--- src/rtl/regbus_host_pkg.sv ---
// Shared types and constants for the host-link to register-bus bridge.
package regbus_host_pkg;

  localparam int unsigned ADDR_W = 16;
  localparam int unsigned DATA_W = 32;
  localparam int unsigned BE_W   = 4;

  localparam logic [7:0] OPC_WR  = 8'h57;  // 'W'
  localparam logic [7:0] OPC_RD  = 8'h52;  // 'R'
  localparam logic [7:0] RSP_ACK = 8'h4B;  // 'K'
  localparam logic [7:0] RSP_ERR = 8'h45;  // 'E'

  typedef enum logic [3:0] {
    StIdle,
    StAddrH,
    StAddrL,
    StBe,
    StData,
    StWrIssue,
    StRdIssue,
    StRdWait,
    StResp
  } state_e;

endpackage

--- src/rtl/regbus_resp_ser.sv ---
// Response serializer: holds up to four bytes and hands them to the host TX
// one at a time, most significant byte first, over a valid/ready handshake.
module regbus_resp_ser
  import regbus_host_pkg::*;
(
  input  logic              clk_i,
  input  logic              rst_i,
  input  logic              load_i,
  input  logic [DATA_W-1:0] ld_data_i,  // bytes leave from [31:24] downward
  input  logic [2:0]        ld_len_i,   // 1 or 4
  output logic [7:0]        tx_data_o,
  output logic              tx_valid_o,
  input  logic              tx_ready_i,
  output logic              done_o      // last byte accepted this cycle
);

  logic [DATA_W-1:0] sh_q, sh_d;
  logic [2:0]        cnt_q, cnt_d;
  logic              accept;

  // Head of the shift register is always the byte on offer, so tx_data
  // cannot move while a byte is stalled.
  assign tx_valid_o = (cnt_q != 3'd0);
  assign tx_data_o  = sh_q[DATA_W-1 -: 8];
  assign accept     = tx_valid_o & tx_ready_i;
  assign done_o     = accept & (cnt_q == 3'd1);

  // Next-state: load a new response or shift out on each accepted byte.
  always_comb begin
    sh_d  = sh_q;
    cnt_d = cnt_q;
    if (load_i) begin
      sh_d  = ld_data_i;
      cnt_d = ld_len_i;
    end else if (accept) begin
      sh_d  = {sh_q[DATA_W-9:0], 8'h00};
      cnt_d = cnt_q - 3'd1;
    end
  end

  // State register with synchronous reset.
  always_ff @(posedge clk_i) begin
    if (rst_i) begin
      sh_q  <= '0;
      cnt_q <= 3'd0;
    end else begin
      sh_q  <= sh_d;
      cnt_q <= cnt_d;
    end
  end

endmodule

--- src/rtl/regbus_host_bridge.sv ---
// Host byte-stream to register-bus bridge. Parses 'W'/'R' packets from the
// UART RX strobe, issues a single write or read on the register slave and
// returns an ack, read data or error byte to the host TX.
module regbus_host_bridge
  import regbus_host_pkg::*;
#(
  parameter int unsigned IDLE_TIMEOUT = 100000,
  parameter int unsigned RD_WAIT_MAX  = 15
) (
  input  logic              clk,
  input  logic              rst,
  input  logic [7:0]        rx_data,
  input  logic              rx_valid,
  output logic [7:0]        tx_data,
  output logic              tx_valid,
  input  logic              tx_ready,
  output logic              wr_en,
  output logic [BE_W-1:0]   be,
  output logic [ADDR_W-1:0] wr_addr,
  output logic [DATA_W-1:0] wdata,
  output logic              rd_en,
  output logic [ADDR_W-1:0] rd_addr,
  input  logic [DATA_W-1:0] rdata,
  input  logic              rd_rdy,
  output logic              busy,
  output logic [7:0]        err_cnt
);

  localparam int unsigned ToW = $clog2(IDLE_TIMEOUT + 1);
  localparam int unsigned RwW = $clog2(RD_WAIT_MAX + 1);

  state_e            state_q, state_d;
  logic              is_wr_q, is_wr_d;
  logic [ADDR_W-1:0] addr_q, addr_d;
  logic [BE_W-1:0]   be_q, be_d;
  logic [DATA_W-1:0] wdata_q, wdata_d;
  logic [1:0]        dcnt_q, dcnt_d;
  logic [ToW-1:0]    to_cnt_q, to_cnt_d;
  logic [RwW-1:0]    rw_cnt_q, rw_cnt_d;
  logic [7:0]        err_cnt_q, err_cnt_d;

  logic              parsing;
  logic              timeout;
  logic              err_evt;
  logic              ser_load;
  logic [DATA_W-1:0] ser_data;
  logic [2:0]        ser_len;
  logic              ser_done;

  assign parsing = (state_q == StAddrH) || (state_q == StAddrL) ||
                   (state_q == StBe)    || (state_q == StData);

  // Strobes and bus fields come straight from state and registers, so a
  // reset mid-packet can never leave a partial strobe behind.
  assign wr_en   = (state_q == StWrIssue);
  assign rd_en   = (state_q == StRdIssue);
  assign wr_addr = addr_q;
  assign rd_addr = addr_q;
  assign be      = be_q;
  assign wdata   = wdata_q;
  assign busy    = (state_q != StIdle);
  assign err_cnt = err_cnt_q;

  // Next-state, packet parsing, timeouts and error accounting.
  always_comb begin
    state_d  = state_q;
    is_wr_d  = is_wr_q;
    addr_d   = addr_q;
    be_d     = be_q;
    wdata_d  = wdata_q;
    dcnt_d   = dcnt_q;
    to_cnt_d = to_cnt_q;
    rw_cnt_d = rw_cnt_q;
    timeout  = 1'b0;
    err_evt  = 1'b0;
    ser_load = 1'b0;
    ser_data = '0;
    ser_len  = 3'd0;

    // Inter-byte silence counter, restarted by every received byte.
    if (parsing) begin
      if (rx_valid) begin
        to_cnt_d = '0;
      end else if (to_cnt_q == ToW'(IDLE_TIMEOUT - 1)) begin
        timeout = 1'b1;
      end else begin
        to_cnt_d = to_cnt_q + ToW'(1);
      end
    end

    // Bytes arriving while a transaction is in flight are dropped.
    if (rx_valid && !parsing && (state_q != StIdle)) begin
      err_evt = 1'b1;
    end

    unique case (state_q)
      StIdle: begin
        if (rx_valid) begin
          if ((rx_data == OPC_WR) || (rx_data == OPC_RD)) begin
            is_wr_d  = (rx_data == OPC_WR);
            to_cnt_d = '0;
            state_d  = StAddrH;
          end else begin
            err_evt = 1'b1;
          end
        end
      end
      StAddrH: begin
        if (rx_valid) begin
          addr_d  = {addr_q[7:0], rx_data};
          state_d = StAddrL;
        end
      end
      StAddrL: begin
        if (rx_valid) begin
          addr_d  = {addr_q[7:0], rx_data};
          state_d = is_wr_q ? StBe : StRdIssue;
        end
      end
      StBe: begin
        if (rx_valid) begin
          be_d    = rx_data[BE_W-1:0];
          dcnt_d  = 2'd0;
          state_d = StData;
        end
      end
      StData: begin
        if (rx_valid) begin
          wdata_d = {wdata_q[DATA_W-9:0], rx_data};
          dcnt_d  = dcnt_q + 2'd1;
          if (dcnt_q == 2'd3) begin
            state_d = StWrIssue;
          end
        end
      end
      StWrIssue: begin
        ser_load = 1'b1;
        ser_data = {RSP_ACK, 24'h000000};
        ser_len  = 3'd1;
        state_d  = StResp;
      end
      StRdIssue: begin
        rw_cnt_d = '0;
        state_d  = StRdWait;
      end
      StRdWait: begin
        if (rd_rdy) begin
          ser_load = 1'b1;
          ser_data = rdata;
          ser_len  = 3'd4;
          state_d  = StResp;
        end else if (rw_cnt_q == RwW'(RD_WAIT_MAX - 1)) begin
          ser_load = 1'b1;
          ser_data = {RSP_ERR, 24'h000000};
          ser_len  = 3'd1;
          err_evt  = 1'b1;
          state_d  = StResp;
        end else begin
          rw_cnt_d = rw_cnt_q + RwW'(1);
        end
      end
      StResp: begin
        if (ser_done) begin
          state_d = StIdle;
        end
      end
      default: state_d = StIdle;
    endcase

    if (timeout) begin
      err_evt  = 1'b1;
      to_cnt_d = '0;
      state_d  = StIdle;
    end

    // Any number of error causes in one cycle count as a single error.
    err_cnt_d = err_cnt_q;
    if (err_evt && (err_cnt_q != 8'hFF)) begin
      err_cnt_d = err_cnt_q + 8'd1;
    end
  end

  // State and datapath registers with synchronous reset.
  always_ff @(posedge clk) begin
    if (rst) begin
      state_q   <= StIdle;
      is_wr_q   <= 1'b0;
      addr_q    <= '0;
      be_q      <= '0;
      wdata_q   <= '0;
      dcnt_q    <= 2'd0;
      to_cnt_q  <= '0;
      rw_cnt_q  <= '0;
      err_cnt_q <= 8'd0;
    end else begin
      state_q   <= state_d;
      is_wr_q   <= is_wr_d;
      addr_q    <= addr_d;
      be_q      <= be_d;
      wdata_q   <= wdata_d;
      dcnt_q    <= dcnt_d;
      to_cnt_q  <= to_cnt_d;
      rw_cnt_q  <= rw_cnt_d;
      err_cnt_q <= err_cnt_d;
    end
  end

  regbus_resp_ser u_resp_ser (
    .clk_i      (clk),
    .rst_i      (rst),
    .load_i     (ser_load),
    .ld_data_i  (ser_data),
    .ld_len_i   (ser_len),
    .tx_data_o  (tx_data),
    .tx_valid_o (tx_valid),
    .tx_ready_i (tx_ready),
    .done_o     (ser_done)
  );

endmodule
--- config.mk ---
export PLATFORM = sky130hd
export DESIGN_NAME = regbus_host_bridge
export DESIGN_NICKNAME = d
export VERILOG_FILES = /design/src/rtl/regbus_host_pkg.sv /design/src/rtl/regbus_resp_ser.sv /design/src/rtl/regbus_host_bridge.sv
export SDC_FILE = /design/constraint.sdc
export NUM_CORES = 1
export LEC_CHECK = 0
export BUFFER_PORTS_ARGS = -buffer_cell sky130_fd_sc_hd__buf_2
export CAP_MARGIN = 20
export CORE_MARGIN = 3
export CORE_UTILIZATION = 30
export CTS_CLUSTER_DIAMETER = 200
export DETAILED_ROUTE_END_ITERATION = 8
export GPL_ROUTABILITY_DRIVEN = 1
export PLACE_DENSITY = 0.57
export SYNTH_ARGS = -nofsm -noshare
export SYNTH_HDL_FRONTEND = slang
export SYNTH_HIERARCHICAL = 1
export SYNTH_SLANG_ARGS = --single-unit
--- constraint.sdc ---
create_clock -name clk -period 3.35 [get_ports clk]
set_input_delay 0.1675 -clock clk [delete_from_list [all_inputs] [get_ports clk]]
set_output_delay 0.1675 -clock clk [all_outputs]
set_load 0.02 [all_outputs]
==> summary by stage, run 1 <==
Run status
The run finished with clean final reports.

Place
The last weighted congestion value of the routability-driven placer is approximately 0.77. The count of buffers from port buffering is 132. The HPWL after detailed placement is 9.71 mm. At the placement stage, the worst setup path has a slack of 0.712 ns.

Floorplan
The boundary pin count is about 130. The initial utilization of the core area, before any placement, comes to 30.9%. The floorplan has 51 rows. The die is around 150 um wide. The die covers 0.0220 sq mm. The die is ~150 um tall. The core footprint is 0.0197 sq mm.

Finish
The antenna diode instance count is 0. The area occupied by multi-input gates is 0.00313 sq mm. The growth of design area from synthesis to finish is 21.5%. Cells with a size suffix above 1 make up between 20% and 30% of the layout. The final net count is 850. The area of all sequential standard cells is 0.00246 sq mm. Counting the fill cells in the layout gives 2050.

Yosys
The cell count after synthesis came out at 712. The most instantiated flip-flop cell in the synthesis netlist is dfxtp_1. The synthesized netlist devotes 2.88% of its cell area to XOR and XNOR gates. The post-synthesis share of cell area spent on and, or, nand and nor gates is about a quarter.

The area fraction in compound gates after synthesis is 16.4%. The number of synthesized register bits is 123. The synthesized cell area is between 0.006 and 0.007 sq mm. Synthesis produced a netlist with a net count of 765. The post-synthesis average cell area is 8.55 sq um. The number of enable flip-flop cells after synthesis is 0. The share of synthesized cell area in full adder, half adder and majority cells is 1.65%. The total of warnings raised by yosys is 6.

Summing the sequential cell areas from Yosys gives 40.5% of the chip area. Of all flip-flops after synthesis, the portion carrying an async set or reset was 0%. The mux contribution to synthesized area is 3.85%. By area, the combinational part of the netlist is dominated by simple AND/OR/NAND/NOR gates. In this run, distinct cell masters in the synthesized netlist total between 60 and 70.

Critical path
The data required time at the worst endpoint is 3.70 ns. The critical path contains buffers and inverters numbering 2 combined. Among all stages on the critical path, the largest delay is contributed by or4_1. The maximum fanout along the worst path is 31. In this design, the stage delay of the slowest critical-path cell is 0.46 ns.

Walking the worst path, the cells encountered are inv_1, ha_1, nor2b_2, inv_4, nand2_4, nor3b_1, a32oi_1, a21o_1, or4_1, a21oi_1. The kind of cell with the highest combined delay along the critical path is simple AND/OR/NAND/NOR gates. By startpoint and endpoint, the worst setup path is classified as reg2reg.

STA classifies the critical path endpoint as a flop. The worst setup path is launched from a flop. The beginning of the critical path is u_resp_ser/cnt_q[0]$_SDFFE_PP0P_. In this run the critical register-to-register path is launched from u_resp_ser/cnt_q[0]$_SDFFE_PP0P_. Data on the critical path arrives at its endpoint at 2.99 ns.

Pwr
The worst IR drop on VDD is about 0.00036 V. In this run the power density over the cells is about 740 mW/mm^2. Summed over all cells, the static leakage comes to 3.15 nW.

Clock tree
The clock tree buffer depth is 2. Clock-pin slew was measured on the worst setup and hold paths at 0.06 ns. The clock network latency to the later pin of the worst-skew pair is 0.42 ns. The post-CTS resize count is 0. Counting the buffers created by CTS gives 17. The CTS tree is built. For this design, the sink count on the clock tree is ~120. The clock tree synthesis step divided the H-tree into 4 levels. The root buffer cell is clkbuf_16.

Worst hold path
The worst hold path begins at rx_data[7]. The type of the worst min-delay path is in2reg.

Timing
The final count of pins violating max slew came to 0. The smallest setup slack after layout is 0.706 ns. Setup repair after global routing left no endpoint under its margin.

The setup skew after layout is 0.00824 ns. The smallest clock period supported by the final layout is computed as 2.64 ns. The total of endpoints with negative setup slack in the final report is 0. After routing, the total negative slack on setup checks comes to 0 ns. After layout, the worst path uses 78.9% of the clock period. The final hold violation count is 0. For the pin with the worst max-slew slack, the measured transition is ~0.96 ns. The peak clock frequency supported by timing is 378 MHz. Measured against its own limit, the worst slew margin works out to 35.8%.

Route
The first detailed-routing pass took 4 iterations. The detailed router finished its first iteration with 207 violations. The post-route DRC violation count is 0.

The via count is 5086. Summed over all layers, the routed wires come to 14.5 mm. The detail route stage leaves a number of antenna-violating nets equal to 0.

In the final routed layout, each cell accounts on average for approximately 13 um. After detailed routing, the number of vias per cell comes to 4.73.

GRT
The global-route wire length before repair is approximately 24 mm. The largest net degree at the start of global routing is 82. The number of global-route vias before repair is between 4000 and 5000. The global route total overflow is 0. The initial antenna violation count is 0. The aggregate global-route resource usage is 13.2%.

Job
Max-cap violations in this run came to 0.
-- power breakdown --
part           switching (mW)  internal (mW)
sequential              0.160           1.66
clock                   0.732           1.28
combinational           0.995          0.629
-- kinds of logic (layout without fill, tap and decap cells) --
logic type | Yosys count | in the layout
flip-flops | 123 | 123
buffers and inverters | 96 | 194
AND/OR/NAND/NOR | 310 | 310
multiplexers | 23 | 23
AO/OA/AOI/OAI | 131 | 131
other | 1 | 1
adder cells (fa/ha/maj) | 8 | 8
XOR/XNOR | 20 | 20
-- state kept, by name (all words and copies together) (netlist names) --
| register | count |
|---|---|
| u_resp_ser/cnt_q | 3 |
| is_wr_q | 1 |
| rd_addr | 16 |
| wdata | 32 |
| dcnt_q | 2 |
| err_cnt | 8 |
| rw_cnt_q | 4 |
| u_resp_ser/sh_q | 32 |
| to_cnt_q | 17 |
| state_q | 4 |
| be | 4 |
-- layout make-up --
type | instances | share of cell area, %
repair buffers | 141 | 10.1
inverters | 21 | 1.10
clock buffers | 18 | 5.94
clock inverters | 14 | 2.83
well taps | 265 | 4.48
multi-input cells | 493 | 42.3
flip-flops and latches | 123 | 33.3
-- cells in the mapped netlist, drive strengths merged, types with 8 or more instances --
cell type / count / area, sq um
inv: 21 / 81.3
nand3: 11 / 55.1
a211o: 9 / 78.8
and3: 17 / 106
nand2: 91 / 349
a21oi: 57 / 285
and2: 29 / 181
ha: 8 / 100
nor3: 9 / 50.1
buf: 45 / 314
nor2: 78 / 300
nor4b: 9 / 78.8
nand4: 14 / 93.8
mux2i: 20 / 200
clkbuf: 30 / 113
nor2b: 30 / 190
a2111oi: 24 / 325
xor2: 15 / 131
a211oi: 9 / 67.6
o21ai: 8 / 40.0
dfxtp: 123 / 2460
-- worst register-to-register path, delay by kind of cell, from the launching register on --
kind,cells,cell delay (ns)
flops,1,0.34
buf+inv,2,0.36
simple gates,4,1.26
fa+ha+maj,1,0.21
compound gates,3,0.42
-- cell usage in the layout, fill, tap and decap left out, types with 5 or more instances in the layout --
cell type and instances:
and2_1 28, a211o_1 9, o21a_1 5, nor2_1 77, nand3_1 11, nor3_1 8
buf_2 131, a2111oi_1 7, clkbuf_16 17, o21ai_0 7, buf_4 8, dfxtp_1 123
nand4_1 13, nor4b_1 9, xor2_1 15, ha_1 8, nand2_1 90, inv_1 20
mux2i_1 20, a21oi_1 57, a2111oi_2 17, a211oi_1 9, nor2b_1 29, and3_1 17
xnor2_1 5
-- final timing paths --
kind              slack (ns)  depth (start not counted)                 endpoint
setup / recovery        0.71                         10  state_q[0]$_SDFFE_PP0P_
hold / removal          0.03                          3    wdata[7]$_SDFFE_PP0P_
setup reg to reg        0.71                         10  state_q[0]$_SDFFE_PP0P_
hold reg to reg         0.45                          2   wdata[24]$_SDFFE_PP0P_
-- per-stage QoR --
| stage | power [mW] | cells | hold WS (ns) | cell area (sq um) | util [%] |
|---|---|---|---|---|---|
| 2_1_floorplan | 3.26 | 712 | 0.304 | 6080 | - |
| 4_1_cts | 5.52 | 1075 | 0.0133 | 7390 | 37.5 |
| 5_1_grt | 5.78 | 1075 | 0.0258 | 7390 | 37.5 |
| 6_report | 5.46 | 1075 | 0.0317 | 7390 | 37.5 |
| 3_3_place_gp | 3.49 | 1042 | 0.439 | 6740 | 34.2 |
| 3_5_place_dp | 3.49 | 1042 | 0.444 | 6740 | 34.2 |
-- what timing repair did --
| item | CTS | global route |
|---|---|---|
| hold endpoints to repair | 1 | 0 |
| hold buffers | 1 | 0 |
| buffers inserted | 0 | 0 |
-- metal layers --
layer / global-route usage [%] / wire length [um]
met5: 0 / 0
met4: 4.62 / 180
met2: 20.5 / 6460
met3: 3.38 / 792
met1: 17.7 / 7040
Power figures use the tool's default switching activity.
==> run 2, diff against run 1 <==
--- a/config.mk
+++ b/config.mk
@@ -5,6 +5,7 @@
 export SDC_FILE = /design/constraint.sdc
 export NUM_CORES = 1
 export LEC_CHECK = 0
+export ABC_AREA = 1
 export BUFFER_PORTS_ARGS = -buffer_cell sky130_fd_sc_hd__buf_2
 export CAP_MARGIN = 20
 export CORE_MARGIN = 3
@@ -12,7 +13,7 @@
 export CTS_CLUSTER_DIAMETER = 200
 export DETAILED_ROUTE_END_ITERATION = 8
 export GPL_ROUTABILITY_DRIVEN = 1
-export PLACE_DENSITY = 0.57
+export PLACE_DENSITY = 0.59
 export SYNTH_ARGS = -nofsm -noshare
 export SYNTH_HDL_FRONTEND = slang
 export SYNTH_HIERARCHICAL = 1
==> constraint.sdc (replaced) <==
create_clock -name clk -period 2.1 [get_ports clk]
set_input_delay 0.105 -clock clk [delete_from_list [all_inputs] [get_ports clk]]
set_output_delay 0.105 -clock clk [all_outputs]
set_load 0.02 [all_outputs]
==> run 2 against run 1 <==
Critical path type unchanged. Non-clock buffer count increased by 16. Sequential power increased by 48%. Largest cell class unchanged. Setup slack got worse by 0.48 ns. Synthesized area increased by 2.3%. Clock-buffer cell count increased by 2. Global-route usage increased by 1.2 points. Register-to-register slack got worse by 0.48 ns. Final area increased by 3.0%. Clock power increased by 38%. Hold slack got worse by 0.017 ns. Largest power group unchanged. Via count increased by 19%.
==> summary by stage, run 2 <==
Run status
The flow ran to the end, and the final reports show no timing, DRC or antenna violations.

GRT
For this run, the total global-route usage over all layers was measured as between 10% and 20%. The number of global-route vias before repair is 5333. Entering global routing, the biggest net connects 66 pins. For this run the aggregate overflow at the end of global routing stands at 0. The global-route wire length before repair is 26.4 mm.

The initial antenna violation count is 0.

Timing
After layout, the minimum clock period comes to 1.87 ns. The slew at the pin closest to its max-slew limit is 0.715 ns. In the final timing run, aggregate negative setup slack is 0 ns.

The relative slew slack is 52.3%. On the final layout, the worst hold slack is 0.0149 ns. Dividing the final minimum period by the clock period gives 89.2%. The total of endpoints with negative setup slack in the final report is 0. The setup skew after layout is 0.0154 ns. The final count of pins violating max slew is 0. Setup repair after global routing left no endpoint under its margin. Based on the critical path, the design can be clocked at up to 534 MHz. The final hold violation count came to 0.

Yosys
Yosys mapped the design onto 34 distinct sky130hd cell types. Counting every net in the synthesized netlist gives 984. Ranked by instance count, the synthesized netlist is headed by 258 x nand2_1, 145 x nor2_1, 123 x dfxtp_1, 78 x a21oi_1, 75 x nand3_1. Yosys attributes the largest share of cell area to dfxtp_1 40%, nand2_1 16%, nor2_1 8.7%.

Dividing the synthesized area by the synthesized cell count gives 6.68 sq um. The area share of the largest cell type after synthesis is 39.6%. The biggest area contributor in the post-synthesis netlist is dfxtp_1. Counting flops with a built-in enable in the synthesized netlist gives 0. The proportion of synthesized flip-flops having asynchronous set or reset is 0%. Yosys instantiated no cell more often than nand2_1. The most instantiated flip-flop cell in the synthesis netlist is dfxtp_1. Yosys printed 6 warnings. The mapped netlist covers 0.00622 sq mm.

The sequential cell area fraction in the yosys report is 39.6%. In the synthesized netlist, the number of instances is 931. Synthesis inferred 123 register bits.

Pwr
The overall power after layout is 7.50 mW. Summed over all cells, the static leakage comes to 3.46 nW. The worst IR drop on VDD is 0.000570 V. Dividing total power by cell area gives a power density of between 900 and 1000 mW/mm^2.

Route
After detailed routing, the total wire length is about 16 mm. The detailed router placed 6060 vias in this run. In the final routed layout, each cell accounts on average for 12.3 um. After detailed routing, the number of remaining DRC violations is 0.

After the first detailed-routing iteration, the DRC count stood at 237. The first detailed-routing pass ran for 5 iterations. The detailed-route vias per instance is 4.58.

The detail route stage leaves a number of antenna-violating nets equal to 0.

Clock tree
The root buffer cell is clkbuf_16. The CTS tree is built. In this run the post-CTS setup repair buffer count came out at 0.

The clock net in this run drives a total of about 120 sinks. After clock tree synthesis, the clock-pin slew on the worst setup and hold paths is 0.06 ns. The H-tree level count is 4. At the later pin of the worst-skew pair, clock insertion delay measures 0.42 ns. Buffers inserted during clock tree synthesis total 17. The longest clock path from root to sink contains 2 buffers.

Finish
The area of all sequential standard cells is 0.00246 sq mm. The library cell used most frequently in the layout, excluding fill and tap cells, is nand2_1. In the layout the commonest cells are 258 x nand2_1, 144 x nor2_1, 132 x buf_2. In the final design database the tool counted 1093 nets. The post-route netlist has between 20% and 30% of its cells at a drive strength greater than 1. The repair_antennas step left the layout with diodes totalling 0.

The area occupied by multi-input gates is 0.00312 sq mm. From synthesis to final layout, the design area changed by 22.4%. The count of fill cells added during filler insertion is approximately 2200.

Floorplan
The floorplan die width is 150 um. The die outline area is 0.0225 sq mm. Measured along the y axis, the die boundary spans 150 um. The boundary pin count is 133. The number of core rows is 52.

The region available for standard cell placement spans 0.0203 sq mm. For this configuration, the core starts out at a cell density of between 30% and 40%.

Critical path
STA classifies the critical path startpoint as a flop. The data required time at the worst endpoint is 2.44 ns. The data arrival time at the worst-slack endpoint is 2.21 ns. The critical path start-end classification is reg2reg. STA classifies the critical path endpoint as a flop. The maximum fanout along the worst path is 13.

Place
The count of buffers from port buffering is 132. The congestion estimate from routability-driven global placement came to around 0.85. The wire-length estimate of the detail-placed layout is 11.5 mm.

Worst hold path
The type of the worst min-delay path is in2reg.

Job
The tool flagged a number of max-cap violations equal to 0.
run 2: area by class of cell:
cell class	instances	share of cell area, %
Timing Repair Buffer	157	11.6
Multi-Input combinational cell	678	41.0
Clock inverter	12	1.51
Tap cell	270	4.44
Sequential cell	123	32.4
Clock buffer	20	5.87
Inverter	63	3.17
run 2: path summary, 6_finish.rpt:
kind	start	to	slack, ns	cells after the start
worst min register to register	u_resp_ser/sh_q[3]$_SDFFE_PP0P_	u_resp_ser/sh_q[3]$_SDFFE_PP0P_	0.46	2
worst max-delay path	rw_cnt_q[0]$_SDFFE_PP0P_	u_resp_ser/cnt_q[2]$_SDFFE_PP0P_	0.23	14
worst max register to register	rw_cnt_q[0]$_SDFFE_PP0P_	u_resp_ser/cnt_q[2]$_SDFFE_PP0P_	0.23	14
worst min-delay path	rx_data[0]	be[0]$_SDFFE_PP0P_	0.01	3
run 2: kinds of logic (layout without fill, tap and decap cells):
group	after synthesis	after routing	synth area share, %
flops	123	123	39.6
xor+xnor	10	10	1.41
simple gates	518	518	35.1
compound gates	141	141	12.0
fa+ha+maj	8	8	1.61
buf+inv	130	252	10.3
other cells	1	1	0.0603
run 2: repair_timing:
item                       in CTS  in global routing
hold buffers                    5                  0
resized for setup               0                  9
setup endpoints to repair       0                 35
hold endpoints to repair        8                  0
run 2: metrics by stage:
stage	instance area (sq um)	util, %	setup slack, ns	cells
global placement	6970	34.3	0.190	1286
CTS	7580	37.4	0.125	1323
detailed placement	6970	34.3	0.139	1286
global route	7610	37.5	0.00217	1323
floorplan	6220	-	0.214	931
finish	7610	37.5	0.226	1323
run 2: layer usage:
layer	part of all wire (%)	GRT usage (%)	vias to the layer above
met4	1.5	5.17	0
met1	49	20.1	2697
met2	43	21.5	158
met5	0	0	-
li1	-	-	3187
met3	5.8	3.60	18
run 2: report_power, final:
group	switching [mW]	total [mW]	internal (mW)
registers	0.173	2.70	2.53
clock network	1.11	2.78	1.67
logic	1.40	2.01	0.612
total	2.69	7.50	4.81
run 2: worst max-delay path, stage by stage (launching register included):
cell     delay, ns
dfxtp_2       0.34
inv_1         0.06
ha_1          0.18
nand3_1       0.10
nand2_1       0.07
nand2_1       0.09
inv_1         0.06
nor2_1        0.12
inv_1         0.11
inv_4         0.14
buf_4         0.21
nand3_1       0.09
nand2_1       0.06
nand2_1       0.04
a21oi_1       0.11
